==> config.mk <==
export PLATFORM = sky130hd
export DESIGN_NAME = core_alu_seq
export DESIGN_NICKNAME = d
export VERILOG_FILES = /design/src/rtl/core_alu_seq_pkg.sv /design/src/rtl/core_alu_slice.sv /design/src/rtl/core_alu_seq.sv
export SDC_FILE = /design/constraint.sdc
export NUM_CORES = 1
export LEC_CHECK = 0
export CORE_MARGIN = 4
export CORE_UTILIZATION = 35
export CTS_CLUSTER_SIZE = 14
export DETAILED_ROUTE_END_ITERATION = 6
export GPL_ROUTABILITY_DRIVEN = 0
export PLACE_DENSITY_LB_ADDON = 0.2
export SKIP_CTS_REPAIR_TIMING = 1
export SLEW_MARGIN = 10
export SYNTH_ARGS = -nofsm -noshare
export SYNTH_HDL_FRONTEND = slang
export SYNTH_SLANG_ARGS = --single-unit
==> constraint.sdc <==
create_clock -name I_clock -period 6 [get_ports I_clock]
set_input_delay 1.8 -clock I_clock [delete_from_list [all_inputs] [get_ports I_clock]]
set_output_delay 1.8 -clock I_clock [all_outputs]
set_load 0.05 [all_outputs]
==> src/rtl/core_alu_seq_pkg.sv <==
// Shared types and decode helpers for the serial core ALU (core_alu_seq).
package core_alu_seq_pkg;

  typedef enum logic [3:0] {
    OP_PASS_L = 4'd0,
    OP_PASS_R = 4'd1,
    OP_ADC    = 4'd2,
    OP_SBC    = 4'd3,
    OP_AND    = 4'd4,
    OP_OR     = 4'd5,
    OP_XOR    = 4'd6,
    OP_ASL    = 4'd7,
    OP_ROL    = 4'd8,
    OP_LSR    = 4'd9,
    OP_ROR    = 4'd10,
    OP_CMP    = 4'd11,
    OP_BIT    = 4'd12,
    OP_RSV13  = 4'd13,
    OP_RSV14  = 4'd14,
    OP_RSV15  = 4'd15
  } op_type;

  typedef enum logic [1:0] {
    ST_IDLE = 2'd0,
    ST_RUN  = 2'd1,
    ST_DONE = 2'd2
  } state_type;

  function automatic logic is_reserved_op(input op_type op);
    return (op == OP_RSV13) || (op == OP_RSV14) || (op == OP_RSV15);
  endfunction

  // Right shifts walk the operand from the top slice down so the shifted-out bit chains downward.
  function automatic logic is_msb_first(input op_type op);
    return (op == OP_LSR) || (op == OP_ROR);
  endfunction

  function automatic logic chain_init(input op_type op, input logic carry);
    logic bit_s;
    case (op)
      OP_ADC, OP_SBC, OP_ROL, OP_ROR: bit_s = carry;
      OP_CMP:                         bit_s = 1'b1;
      default:                        bit_s = 1'b0;
    endcase
    return bit_s;
  endfunction

endpackage

==> src/rtl/core_alu_slice.sv <==
// Combinational SLICE-bit datapath of core_alu_seq; the packed-BCD adjust exists only
// when CORE_ALU_SEQ_DECIMAL_EN is defined.
module core_alu_slice
  import core_alu_seq_pkg::*;
#(
  parameter int SLICE = 8
) (
  input  op_type           op,
  input  logic [SLICE-1:0] lhs,
  input  logic [SLICE-1:0] rhs,
  input  logic             chain_in,
  input  logic             decimal,
  output logic [SLICE-1:0] result,
  output logic             chain_out,
  output logic             overflow
);

  logic [SLICE-1:0] rhs_eff_s;
  logic [SLICE:0]   sum_s;
  logic [SLICE-1:0] arith_res_s;
  logic             arith_cout_s;

`ifdef CORE_ALU_SEQ_DECIMAL_EN
  logic [SLICE-1:0] dec_res_s;
  logic             dec_cout_s;
  logic [4:0]       nib_s;
  logic             dc_s;
`else
  logic             unused_decimal_s;
  assign unused_decimal_s = decimal;
`endif

  assign rhs_eff_s = ((op == OP_SBC) || (op == OP_CMP)) ? ~rhs : rhs;
  assign sum_s     = {1'b0, lhs} + {1'b0, rhs_eff_s} + {{SLICE{1'b0}}, chain_in};

`ifdef CORE_ALU_SEQ_DECIMAL_EN
  // Per-nibble BCD: subtraction reuses the complemented-rhs adder, so a missing nibble carry means borrow.
  always_comb begin
    dc_s      = chain_in;
    dec_res_s = '0;
    nib_s     = 5'd0;
    for (int i = 0; i < SLICE / 4; i++) begin
      nib_s = {1'b0, lhs[4*i +: 4]} + {1'b0, rhs_eff_s[4*i +: 4]} + {4'd0, dc_s};
      if (op == OP_SBC) begin
        if (nib_s[4]) begin
          dc_s                 = 1'b1;
          dec_res_s[4*i +: 4]  = nib_s[3:0];
        end else begin
          dc_s                 = 1'b0;
          dec_res_s[4*i +: 4]  = nib_s[3:0] - 4'd6;
        end
      end else begin
        if (nib_s > 5'd9) begin
          dc_s                 = 1'b1;
          dec_res_s[4*i +: 4]  = nib_s[3:0] + 4'd6;
        end else begin
          dc_s                 = 1'b0;
          dec_res_s[4*i +: 4]  = nib_s[3:0];
        end
      end
    end
    dec_cout_s = dc_s;
  end

  always_comb begin
    if (decimal && ((op == OP_ADC) || (op == OP_SBC))) begin
      arith_res_s  = dec_res_s;
      arith_cout_s = dec_cout_s;
    end else begin
      arith_res_s  = sum_s[SLICE-1:0];
      arith_cout_s = sum_s[SLICE];
    end
  end
`else
  assign arith_res_s  = sum_s[SLICE-1:0];
  assign arith_cout_s = sum_s[SLICE];
`endif

  assign overflow = (lhs[SLICE-1] == rhs_eff_s[SLICE-1]) && (arith_res_s[SLICE-1] != lhs[SLICE-1]);

  always_comb begin
    result    = lhs;
    chain_out = chain_in;
    case (op)
      OP_PASS_R: result = rhs;
      OP_ADC, OP_SBC, OP_CMP: begin
        result    = arith_res_s;
        chain_out = arith_cout_s;
      end
      OP_AND: result = lhs & rhs;
      OP_OR:  result = lhs | rhs;
      OP_XOR: result = lhs ^ rhs;
      OP_ASL, OP_ROL: begin
        result    = {lhs[SLICE-2:0], chain_in};
        chain_out = lhs[SLICE-1];
      end
      OP_LSR, OP_ROR: begin
        result    = {chain_in, lhs[SLICE-1:1]};
        chain_out = lhs[0];
      end
      default: begin
        result    = lhs;
        chain_out = chain_in;
      end
    endcase
  end

endmodule

==> src/rtl/core_alu_seq.sv <==
// Multi-cycle serial core ALU: WIDTH-bit operands processed SLICE bits per clock over a
// valid/ready handshake. Optional packed-BCD ADC/SBC under CORE_ALU_SEQ_DECIMAL_EN.
module core_alu_seq
  import core_alu_seq_pkg::*;
#(
  parameter int WIDTH = 16,
  parameter int SLICE = 8
) (
  input  logic             I_clock,
  input  logic             I_reset,
  input  logic             I_valid,
  output logic             O_ready,
  input  logic [3:0]       I_op,
  input  logic [WIDTH-1:0] I_lhs,
  input  logic [WIDTH-1:0] I_rhs,
  input  logic             I_carry,
  input  logic             I_overflow,
  input  logic             I_sign,
  input  logic             I_zero,
  input  logic             I_decimal,
  output logic             O_valid,
  input  logic             I_ready,
  output logic [WIDTH-1:0] O_result,
  output logic             O_carry,
  output logic             O_overflow,
  output logic             O_sign,
  output logic             O_zero
);

  localparam int NSLICE = WIDTH / SLICE;
  localparam int IDXW   = (NSLICE > 1) ? $clog2(NSLICE) : 1;
  localparam logic [IDXW-1:0] LAST_IDX = IDXW'(NSLICE - 1);

  state_type        state_q, state_d;
  logic [IDXW-1:0]  idx_q, idx_d;
  op_type           op_q, op_d;
  logic [WIDTH-1:0] lhs_q, lhs_d, rhs_q, rhs_d;
  logic             c_in_q, c_in_d, v_in_q, v_in_d, n_in_q, n_in_d, z_in_q, z_in_d;
  logic             chain_q, chain_d;
  logic [WIDTH-1:0] res_q, res_d;
  logic             zacc_q, zacc_d;
  logic             ready_q, ready_d, valid_q, valid_d;
  logic [WIDTH-1:0] out_res_q, out_res_d;
  logic             out_c_q, out_c_d, out_v_q, out_v_d, out_n_q, out_n_d, out_z_q, out_z_d;

  logic [IDXW-1:0]  pos_s;
  logic [SLICE-1:0] slice_lhs_s, slice_rhs_s, slice_res_s;
  logic             slice_cout_s, slice_ovf_s, slice_dec_s;

`ifdef CORE_ALU_SEQ_DECIMAL_EN
  logic dec_q, dec_d;
  assign slice_dec_s = dec_q;
`else
  logic unused_decimal_s;
  assign unused_decimal_s = I_decimal;
  assign slice_dec_s      = 1'b0;
`endif

  assign pos_s       = is_msb_first(op_q) ? (LAST_IDX - idx_q) : idx_q;
  assign slice_lhs_s = lhs_q[int'(pos_s)*SLICE +: SLICE];
  assign slice_rhs_s = rhs_q[int'(pos_s)*SLICE +: SLICE];

  core_alu_slice #(.SLICE(SLICE)) u_slice (
    .op        (op_q),
    .lhs       (slice_lhs_s),
    .rhs       (slice_rhs_s),
    .chain_in  (chain_q),
    .decimal   (slice_dec_s),
    .result    (slice_res_s),
    .chain_out (slice_cout_s),
    .overflow  (slice_ovf_s)
  );

  // Next-state, operand capture, slice accumulation and completion flags.
  always_comb begin
    state_d   = state_q;
    idx_d     = idx_q;
    op_d      = op_q;
    lhs_d     = lhs_q;
    rhs_d     = rhs_q;
    c_in_d    = c_in_q;
    v_in_d    = v_in_q;
    n_in_d    = n_in_q;
    z_in_d    = z_in_q;
    chain_d   = chain_q;
    res_d     = res_q;
    zacc_d    = zacc_q;
    ready_d   = ready_q;
    valid_d   = valid_q;
    out_res_d = out_res_q;
    out_c_d   = out_c_q;
    out_v_d   = out_v_q;
    out_n_d   = out_n_q;
    out_z_d   = out_z_q;
`ifdef CORE_ALU_SEQ_DECIMAL_EN
    dec_d     = dec_q;
`endif
    case (state_q)
      ST_IDLE: begin
        if (I_valid) begin
          op_d    = op_type'(I_op);
          lhs_d   = I_lhs;
          rhs_d   = I_rhs;
          c_in_d  = I_carry;
          v_in_d  = I_overflow;
          n_in_d  = I_sign;
          z_in_d  = I_zero;
`ifdef CORE_ALU_SEQ_DECIMAL_EN
          dec_d   = I_decimal;
`endif
          idx_d   = '0;
          res_d   = '0;
          zacc_d  = 1'b0;
          chain_d = chain_init(op_type'(I_op), I_carry);
          ready_d = 1'b0;
          state_d = ST_RUN;
        end else begin
          ready_d = 1'b1;
        end
      end
      ST_RUN: begin
        res_d[int'(pos_s)*SLICE +: SLICE] = slice_res_s;
        zacc_d  = zacc_q | (|slice_res_s);
        chain_d = slice_cout_s;
        if (idx_q == LAST_IDX) begin
          state_d   = ST_DONE;
          valid_d   = 1'b1;
          out_res_d = res_d;
          out_c_d   = c_in_q;
          out_v_d   = v_in_q;
          out_n_d   = n_in_q;
          out_z_d   = z_in_q;
          // The last slice processed is the MSB slice for every op that reports V.
          if (is_reserved_op(op_q)) begin
            out_c_d = c_in_q;
          end else begin
            case (op_q)
              OP_PASS_L, OP_PASS_R, OP_AND, OP_OR, OP_XOR: begin
                out_n_d = res_d[WIDTH-1];
                out_z_d = ~zacc_d;
              end
              OP_ADC, OP_SBC: begin
                out_n_d = res_d[WIDTH-1];
                out_z_d = ~zacc_d;
                out_c_d = slice_cout_s;
                out_v_d = slice_ovf_s;
              end
              OP_CMP, OP_ASL, OP_ROL, OP_LSR, OP_ROR: begin
                out_n_d = res_d[WIDTH-1];
                out_z_d = ~zacc_d;
                out_c_d = slice_cout_s;
              end
              OP_BIT: begin
                out_n_d = rhs_q[WIDTH-1];
                out_v_d = rhs_q[WIDTH-2];
                out_z_d = ~|(lhs_q & rhs_q);
              end
              default: begin
                out_c_d = c_in_q;
              end
            endcase
          end
        end else begin
          idx_d = idx_q + IDXW'(1);
        end
      end
      ST_DONE: begin
        if (I_ready) begin
          valid_d = 1'b0;
          ready_d = 1'b1;
          state_d = ST_IDLE;
        end else begin
          valid_d = 1'b1;
        end
      end
      default: begin
        state_d = ST_IDLE;
        valid_d = 1'b0;
        ready_d = 1'b1;
      end
    endcase
  end

  // State and output registers with synchronous reset.
  always_ff @(posedge I_clock) begin
    if (I_reset) begin
      state_q   <= ST_IDLE;
      idx_q     <= '0;
      op_q      <= OP_PASS_L;
      lhs_q     <= '0;
      rhs_q     <= '0;
      c_in_q    <= 1'b0;
      v_in_q    <= 1'b0;
      n_in_q    <= 1'b0;
      z_in_q    <= 1'b0;
      chain_q   <= 1'b0;
      res_q     <= '0;
      zacc_q    <= 1'b0;
      ready_q   <= 1'b1;
      valid_q   <= 1'b0;
      out_res_q <= '0;
      out_c_q   <= 1'b0;
      out_v_q   <= 1'b0;
      out_n_q   <= 1'b0;
      out_z_q   <= 1'b0;
`ifdef CORE_ALU_SEQ_DECIMAL_EN
      dec_q     <= 1'b0;
`endif
    end else begin
      state_q   <= state_d;
      idx_q     <= idx_d;
      op_q      <= op_d;
      lhs_q     <= lhs_d;
      rhs_q     <= rhs_d;
      c_in_q    <= c_in_d;
      v_in_q    <= v_in_d;
      n_in_q    <= n_in_d;
      z_in_q    <= z_in_d;
      chain_q   <= chain_d;
      res_q     <= res_d;
      zacc_q    <= zacc_d;
      ready_q   <= ready_d;
      valid_q   <= valid_d;
      out_res_q <= out_res_d;
      out_c_q   <= out_c_d;
      out_v_q   <= out_v_d;
      out_n_q   <= out_n_d;
      out_z_q   <= out_z_d;
`ifdef CORE_ALU_SEQ_DECIMAL_EN
      dec_q     <= dec_d;
`endif
    end
  end

  assign O_ready    = ready_q;
  assign O_valid    = valid_q;
  assign O_result   = out_res_q;
  assign O_carry    = out_c_q;
  assign O_overflow = out_v_q;
  assign O_sign     = out_n_q;
  assign O_zero     = out_z_q;

endmodule

==> results of run 1 <==
==> registers in the layout, indices dropped and copies added (netlist names), 2 cells and up <==
register / cells
rhs_q: 16
state_q: 2
op_q: 4
O_result: 16
lhs_q: 16
res_q: 16
==> worst max-delay path by stage <==
stage | start | to | slack [ns] | depth (start not counted)
finish | op_q[0] | zacc_q | 0.87 | 16
global route | op_q[0] | zacc_q | 0.46 | 15
CTS | op_q[0] | zacc_q | 0.91 | 16
detailed placement | op_q[0] | zacc_q | 0.93 | 16
global placement | op_q[0] | zacc_q | 0.97 | 16
floorplan | op_q[0] | zacc_q | 1.25 | 18
==> logic make-up (layout without fill, tap and decap cells) <==
kind of cell	after synthesis	after routing
AND/OR/NAND/NOR	249	249
multiplexers	32	32
XOR/XNOR	13	13
AO/OA/AOI/OAI	202	202
flip-flops	83	83
buffers and inverters	73	121
adder cells (fa/ha/maj)	28	28
==> through the flow <==
stage,instance area (sq um),instances
after floorplan,5210,680
after global placement,6000,896
after detailed placement,6000,896
after CTS,6310,912
after global routing,6310,912
final,6310,912
==> power breakdown <==
part | internal [W] | leakage (nW) | switching, W
logic | 0.000166 | 1.54 | 0.000257
clock network | 0.000349 | 0.154 | 0.000229
registers | 0.000582 | 0.677 | 0.0000366
total | 0.00110 | 2.37 | 0.000522
==> layer usage <==
| layer | vias up | part of all wire | wire (um) |
|---|---|---|---|
| met5 | - | 0 | 0 |
| met4 | 0 | 0.028 | 426 |
| met3 | 37 | 0.056 | 855 |
| met2 | 181 | 0.45 | 6850 |
| met1 | 2349 | 0.47 | 7250 |
| li1 | 2498 | - | - |
==> critical path: cells and delay by family, from the launching register on <==
kind,cells,cell delay [ns]
buf+inv,1,0.09
flops,1,0.78
fa+ha+maj,2,0.83
mux,1,0.32
simple gates,5,1.40
xor+xnor,2,0.48
compound gates,5,1.14
==> area by class of cell <==
cell class / count / area share
clock buffer: 12 / 0.0406
inverter: 27 / 0.0161
clock inverter: 4 / 0.00892
multi-input combinational: 524 / 0.517
tap: 184 / 0.0365
timing repair buffer: 78 / 0.118
sequential: 83 / 0.263
==> layout by cell type (no fill, tap or decap), drive strengths merged, types with 13 or more instances in the layout <==
cell type      netlist  routed
nor3                16      16
mux2i               24      24
nor2                51      51
a211oi              15      15
nand2              122     122
a22oi               13      13
a21oi               76      76
ha                  26      26
inv                 27      29
buf                  9      14
o21ai               35      35
clkdlybuf4s50        0      64
dfxtp               83      83
==> results by group, run 1 <==
Synthesis
  • Most common library cells after synthesis: sky130_fd_sc_hd__nand2_1 (121), sky130_fd_sc_hd__dfxtp_1 (83), sky130_fd_sc_hd__a21oi_1 (76)
  • Simple-gate area share of the yosys netlist: 0.214
  • Area share of fa/ha/maj cells after synthesis: 0.0701
  • Compound-Gate Fraction of Synth Area: 0.253
  • Cell with the most instances after synthesis: sky130_fd_sc_hd__nand2_1
  • Most used DFF post-synth: sky130_fd_sc_hd__dfxtp_1
  • Proportion of netlist area held by the largest area contributor: 0.319
  • Fraction of synthesis flops using an asynchronous set or reset pin: 0
  • Mapped Avg Cell Area: 7.66 sq um
  • Part of the Yosys area used for sequential elements: 0.319
  • Post-synthesis register bit count: 83
  • Number of flops mapped to enable cells by yosys: 0
  • Cell type contributing the most total cell area after synthesis: sky130_fd_sc_hd__dfxtp_1
  • Dominant combinational cell family by area after synthesis: compound AO/OA/AOI/OAI gates
  • Ys Warns: 0
  • Share of cell area taken by muxes after synthesis: 0.0634
  • Xor/xnor share of the synthesized area: 0.0255
  • Number of distinct library cells after synthesis: 64
  • Summed instance area of the synthesized netlist: 0.00521 sq mm
  • Number of nets in the synthesized netlist: 753
  • Cells after Synth: 680
  • Most area-consuming cells after synthesis: sky130_fd_sc_hd__dfxtp_1 (32%), sky130_fd_sc_hd__nand2_1 (8.7%), sky130_fd_sc_hd__a21oi_1 (7.3%)

Detailed routing
  • Residual antenna-violating net count after detailed routing: 0
  • Count of unresolved DRC violations after routing: 0
  • Ratio of routed vias to standard cells: 5.55
  • Final routed wire length divided by cell count: 16.9 um
  • Total number of vias: 5,065
  • Drt initial violations: 407
  • Routed Wire Length: 15,400 um
  • Total iterations of the first detailed-routing run: 5

Flow run
  • Count of max-cap constraint violations: 0

Final layout
  • Seq. cell area: 0.00166 sq mm
  • Multi-input combinational cell area: 0.00326 sq mm
  • Number of antenna repair diodes: 0
  • Final core area utilization: 0.434
  • Fill cell instance count of the final layout: 1,495
  • Post-layout nets: 796
  • Fraction of final layout cells with drive strength greater than 1: 0.0742
  • Area growth, synth to finish: 21.1%

Critical path
  • Slowest stage cell, crit path: sky130_fd_sc_hd__dfxtp_1
  • Critical Path Max Stage Delay: 0.78 ns
  • Largest fanout on the critical path: 15
  • Category of the most critical setup path: flop to flop
  • Worst-case register-to-register setup slack: 0.87 ns
  • R2r worst-path depth: 16
  • Endpoint type of the worst setup path: flop
  • Crit path launch type: flop
  • Critical register-to-register path endpoint: zacc_q
  • Critical path required time: 6.23 ns
  • Series of cell instances along the critical path: xnor2_1 -> o21ai_2 -> nand2_1 -> mux2i_1 -> xnor2_1 -> fa_1 -> inv_1 -> fa_1 -> nand2b_1 -> nor2b_1 -> a221oi_1 -> a31oi_1 -> a2bb2oi_1 -> or4_1 -> or4_1 -> a32o_1
  • Arrival time at the worst endpoint: 5.37 ns
  • Reg-to-reg startpoint: op_q[0]

STA
  • Crit path time final: 5.13 ns
  • Relative slew slack: 0.296
  • Unrepaired setup endpoints after global routing: no
  • Actual transition at the worst max-transition pin: 1.05 ns
  • Setup TNS: 0 ns
  • Total count of hold-check failures in the final report: 0
  • Worst setup skew after layout: 0.0121 ns
  • Final period utilization: 0.856
  • Upper clock frequency limit: 195 MHz
  • Final worst slack: 0.865 ns
  • Slew Limit Fails: 0
  • Final Setup Violations: 0
  • Minimum hold slack: 0.451 ns

CTS
  • Worst-Skew Late Latency: 0.34 ns
  • H-Tree Level Count: 3
  • Clock sinks: 83
  • Clock transition time at the flip-flop clock pins of the worst setup and hold paths: 0.06 ns
  • CTS tree: done
  • Clock Root Buffer: sky130_fd_sc_hd__clkbuf_16
  • Num CTS Buffers: 9
  • CTS Buffer Depth: 2

Outcome
  • Result of the run: finished clean

Power
  • Largest voltage drop on the vdd net: 0.161 mV
  • Power Density: 256 mW/mm^2
  • Overall power of the completed layout: 0.00162 W
  • Total leakage power: 2.37 nW

Placement
  • Count of buffers inserted at the top-level ports: 65
  • HPWL after detailed placement: 11,500 um
  • Place WS: 0.925 ns

Floorplan
  • Initial standard-cell utilization of the core: 0.359
  • Width of the die: 130 um
  • Area of the die: 0.0169 sq mm
  • Chip height: 130 um
  • Core Region: 0.0145 sq mm
  • Std cell rows: 44
  • Number of top-level pins: 67

Global routing
  • GRT Residual Overflow: 0
  • Met1 Resource Use GR: 0.257
  • GR met3 Demand/Resource: 0.0356
  • Most utilized layer in the global route result: met2
  • Maximum number of pins on one net before global-route repair: 68
  • Global routing usage summed across all routing layers: 0.184
  • Initial antenna violation count: 0
  • Met2 Use GR: 0.286
  • Wire length of the first global-routing pass: 24,700 um
  • Vias in the first global route: 4,717

Worst hold path
  • Class of the most critical hold timing path: flop to flop
  • Hold Crit Start: res_q[6]
  • Hold Path Sink: res_q[6]
  • Min-Delay Path Depth: 2
Note: power is estimated with default switching activity, not from simulation.
==> run 2: changes to the inputs <==
ABC_AREA = 1   (was unset)
CORE_UTILIZATION = 48   (was 35)
==> run 2 against run 1 <==
Routed wire length decreased by 13%. Highest routed layer unchanged. Synthesized cell count up 13%. Setup slack better by 1.1 ns. Sequential power increased by 16%. Via count is essentially flat. Register-to-register slack gained 1.1 ns. Critical endpoint is now O_result[12]. Cell count rose by 4.7%. Fmax increased by 26%. Combinational power increased to 3.6 times the previous value. Die area fell by 28%. Clock skew increased by 0.0073 ns.
==> results by group, run 2 <==
CTS
  • CTS tree: done (unchanged)
  • Clock sinks: 83 (unchanged)
  • Clock transition time at the flip-flop clock pins of the worst setup and hold paths: 0.10 ns (was 0.06 ns)
  • Clock Root Buffer: sky130_fd_sc_hd__clkbuf_8 (was sky130_fd_sc_hd__clkbuf_16)
  • Worst-Skew Late Latency: 0.37 ns (was 0.34 ns)
  • Num CTS Buffers: 9 (unchanged)
  • CTS Buffer Depth: 2 (unchanged)
  • H-Tree Level Count: 3 (unchanged)

Synthesis
  • Proportion of netlist area held by the largest area contributor: 0.329 (was 0.319)
  • Cell with the most instances after synthesis: sky130_fd_sc_hd__nand2_1 (unchanged)
  • Number of nets in the synthesized netlist: 838 (was 753)
  • Mapped Avg Cell Area: 6.60 sq um (was 7.66 sq um)
  • Part of the Yosys area used for sequential elements: 0.329 (was 0.319)
  • Area share of fa/ha/maj cells after synthesis: 0.0724 (was 0.0701)
  • Most common library cells after synthesis: sky130_fd_sc_hd__nand2_1 (174), sky130_fd_sc_hd__inv_1 (98), sky130_fd_sc_hd__dfxtp_1 (83) (was sky130_fd_sc_hd__nand2_1 (121), sky130_fd_sc_hd__dfxtp_1 (83), sky130_fd_sc_hd__a21oi_1 (76))
  • Most used DFF post-synth: sky130_fd_sc_hd__dfxtp_1 (unchanged)
  • Ys Warns: 0 (unchanged)
  • Most area-consuming cells after synthesis: sky130_fd_sc_hd__dfxtp_1 (33%), sky130_fd_sc_hd__nand2_1 (13%), sky130_fd_sc_hd__a21oi_1 (7.6%) (was sky130_fd_sc_hd__dfxtp_1 (32%), sky130_fd_sc_hd__nand2_1 (8.7%), sky130_fd_sc_hd__a21oi_1 (7.3%))
  • Number of flops mapped to enable cells by yosys: 0 (unchanged)
  • Summed instance area of the synthesized netlist: 0.00505 sq mm (was 0.00521 sq mm)
  • Fraction of synthesis flops using an asynchronous set or reset pin: 0 (unchanged)
  • Xor/xnor share of the synthesized area: 0.0156 (was 0.0255)
  • Post-synthesis register bit count: 83 (unchanged)
  • Share of cell area taken by muxes after synthesis: 0 (was 0.0634)
  • Compound-Gate Fraction of Synth Area: 0.194 (was 0.253)
  • Dominant combinational cell family by area after synthesis: simple AND/OR/NAND/NOR gates (was compound AO/OA/AOI/OAI gates)
  • Cell type contributing the most total cell area after synthesis: sky130_fd_sc_hd__dfxtp_1 (unchanged)
  • Simple-gate area share of the yosys netlist: 0.285 (was 0.214)
  • Number of distinct library cells after synthesis: 42 (was 64)
  • Cells after Synth: 765 (was 680)

Floorplan
  • Core Region: 0.0103 sq mm (was 0.0145 sq mm)
  • Std cell rows: 37 (was 44)
  • Number of top-level pins: 67 (unchanged)
  • Area of the die: 0.0122 sq mm (was 0.0169 sq mm)
  • Width of the die: 111 um (was 130 um)
  • Chip height: 111 um (was 130 um)
  • Initial standard-cell utilization of the core: 0.491 (was 0.359)

Global routing
  • Maximum number of pins on one net before global-route repair: 78 (was 68)
  • Vias in the first global route: 4,849 (was 4,717)
  • Wire length of the first global-routing pass: 22,300 um (was 24,700 um)
  • GRT Residual Overflow: 0 (unchanged)
  • Initial antenna violation count: 0 (unchanged)
  • Global routing usage summed across all routing layers: 0.218 (was 0.184)

Detailed routing
  • Count of unresolved DRC violations after routing: 0 (unchanged)
  • Routed Wire Length: 13,400 um (was 15,400 um)
  • Total iterations of the first detailed-routing run: 5 (unchanged)
  • Ratio of routed vias to standard cells: 5.31 (was 5.55)
  • Total number of vias: 5,070 (was 5,065)
  • Final routed wire length divided by cell count: 14.0 um (was 16.9 um)
  • Drt initial violations: 377 (was 407)
  • Residual antenna-violating net count after detailed routing: 0 (unchanged)

STA
  • Crit path time final: 4.08 ns (was 5.13 ns)
  • Worst setup skew after layout: 0.0194 ns (was 0.0121 ns)
  • Slew Limit Fails: 0 (unchanged)
  • Relative slew slack: 0.436 (was 0.296)
  • Upper clock frequency limit: 245 MHz (was 195 MHz)
  • Minimum hold slack: 0.468 ns (was 0.451 ns)
  • Final period utilization: 0.680 (was 0.856)
  • Final Setup Violations: 0 (unchanged)
  • Setup TNS: 0 ns (unchanged)
  • Actual transition at the worst max-transition pin: 0.845 ns (was 1.05 ns)
  • Unrepaired setup endpoints after global routing: no (unchanged)
  • Total count of hold-check failures in the final report: 0 (unchanged)

Final layout
  • Fraction of final layout cells with drive strength greater than 1: 0.0623 (was 0.0742)
  • Fill cell instance count of the final layout: 998 (was 1,495)
  • Seq. cell area: 0.00166 sq mm (unchanged)
  • Area growth, synth to finish: 17.8% (was 21.1%)
  • Post-layout nets: 887 (was 796)
  • Multi-input combinational cell area: 0.00286 sq mm (was 0.00326 sq mm)
  • Final Instance Area: 0.00595 sq mm (was 0.00631 sq mm)
  • Leading cell types in the layout, fill and taps excluded: sky130_fd_sc_hd__nand2_1 (173), sky130_fd_sc_hd__inv_1 (98), sky130_fd_sc_hd__dfxtp_1 (83), sky130_fd_sc_hd__a21oi_1 (77), sky130_fd_sc_hd__o21ai_0 (75) (was sky130_fd_sc_hd__nand2_1 (121), sky130_fd_sc_hd__dfxtp_1 (83), sky130_fd_sc_hd__a21oi_1 (76), sky130_fd_sc_hd__clkdlybuf4s50_1 (64), sky130_fd_sc_hd__nor2_1 (50))
  • Most frequent standard cell in the layout excluding fill and tap cells: sky130_fd_sc_hd__nand2_1 (unchanged)
  • Number of antenna repair diodes: 0 (unchanged)

Placement
  • HPWL after detailed placement: 10,100 um (was 11,500 um)
  • Standard cell area after detailed placement: 0.00576 sq mm (was 0.00600 sq mm)
  • Count of buffers inserted at the top-level ports: 65 (unchanged)

Power
  • Power share of the clock group: 0.146 (was 0.357)
  • Power Density: 442 mW/mm^2 (was 256 mW/mm^2)
  • Overall power of the completed layout: 0.00263 W (was 0.00162 W)
  • Largest voltage drop on the vdd net: 0.227 mV (was 0.161 mV)
  • Power Internal: 0.00131 W (was 0.00110 W)
  • Combinational share of power: 0.580 (was 0.261)
  • Total leakage power: 2.70 nW (was 2.37 nW)
  • Proportion of power drawn by flip-flops and latches: 0.274 (was 0.382)
  • Switching share of power: 0.502 (was 0.322)
  • Reported net switching power: 0.00132 W (was 0.000522 W)

Worst hold path
  • Class of the most critical hold timing path: flop to flop (unchanged)

Critical path
  • Largest fanout on the critical path: 30 (was 15)
  • Endpoint type of the worst setup path: flop (unchanged)
  • Category of the most critical setup path: flop to flop (unchanged)
  • Arrival time at the worst endpoint: 4.31 ns (was 5.37 ns)
  • Critical path required time: 6.23 ns (about the same)
  • Crit path launch type: flop (unchanged)

Outcome
  • Result of the run: finished clean (unchanged)

Flow run
  • Count of max-cap constraint violations: 0 (unchanged)
==> run 2: power groups by stage <==
| stage | Sequential (W) | Clock [W] | Combinational (W) |
|---|---|---|---|
| detailed placement | 0.000731 | 0 | 0.00150 |
| CTS | 0.000718 | 0.000394 | 0.00150 |
| floorplan | 0.000766 | 0 | 0.00109 |
| finish | 0.000719 | 0.000385 | 0.00152 |
| global placement | 0.000726 | 0 | 0.00145 |
| global route | 0.000731 | 0.000417 | 0.00172 |
==> run 2: kinds of logic after synthesis <==
logic type,after synthesis
DFF,83
buffers and inverters,134
xor gates and xnor gates,9
AOI/OAI and AO/OA,185
and+or+nand+nor,326
adders and majority gates,28
==> run 2: stage by stage <==
stage	std cells	util	setup WS [ns]
floorplan	765	-	2.84
global placement	939	0.561	2.04
detailed placement	939	0.561	2.00
CTS	955	0.579	2.01
global route	955	0.579	1.57
finish	955	0.579	1.92
==> run 2: critical path, stage by stage, from the launching register on <==
cell and delay, ns:
sky130_fd_sc_hd__dfxtp_1 0.40, sky130_fd_sc_hd__inv_2 0.10, sky130_fd_sc_hd__nor2_4 0.16, sky130_fd_sc_hd__nand4_2 0.15
sky130_fd_sc_hd__nand2_2 0.50, sky130_fd_sc_hd__nand2_1 0.17, sky130_fd_sc_hd__nand2_1 0.18, sky130_fd_sc_hd__xor2_1 0.20
sky130_fd_sc_hd__fa_1 0.21, sky130_fd_sc_hd__inv_1 0.07, sky130_fd_sc_hd__fa_1 0.39, sky130_fd_sc_hd__nand2_1 0.12
sky130_fd_sc_hd__nand2_1 0.11, sky130_fd_sc_hd__nand2_1 0.07, sky130_fd_sc_hd__nand2_1 0.05, sky130_fd_sc_hd__nand3_1 0.06
sky130_fd_sc_hd__nand2_1 0.05, sky130_fd_sc_hd__nor2_1 0.08, sky130_fd_sc_hd__nand2_1 0.09, sky130_fd_sc_hd__nor3b_1 0.44
sky130_fd_sc_hd__nand2_1 0.13, sky130_fd_sc_hd__o21ai_0 0.11, sky130_fd_sc_hd__a21oi_1 0.09
==> run 2: metal layers <==
metal	share of wire	routed length (um)	GRT usage
met5	0	0	0
met1	0.45	5990	0.281
met2	0.46	6120	0.351
met3	0.065	870	0.0444
met4	0.030	395	0.0985
==> run 2: area by class of cell <==
type                            count  share of cell area
Clock buffer                       10              0.0231
Multi-Input combinational cell    548               0.481
Sequential cell                    83               0.279
Inverter                          103              0.0650
Clock inverter                      6             0.00799
Timing Repair Buffer               69               0.114
Tap cell                          136              0.0286
==> run 2: worst paths after layout <==
| kind | from | end | slack (ns) | cells after the start |
|---|---|---|---|---|
| setup / recovery | op_q[3] | O_result[12] | 1.92 | 22 |
| hold reg to reg | res_q[14] | res_q[14] | 0.47 | 2 |
| hold / removal | res_q[14] | res_q[14] | 0.47 | 2 |
| setup reg to reg | op_q[3] | O_result[12] | 1.92 | 22 |
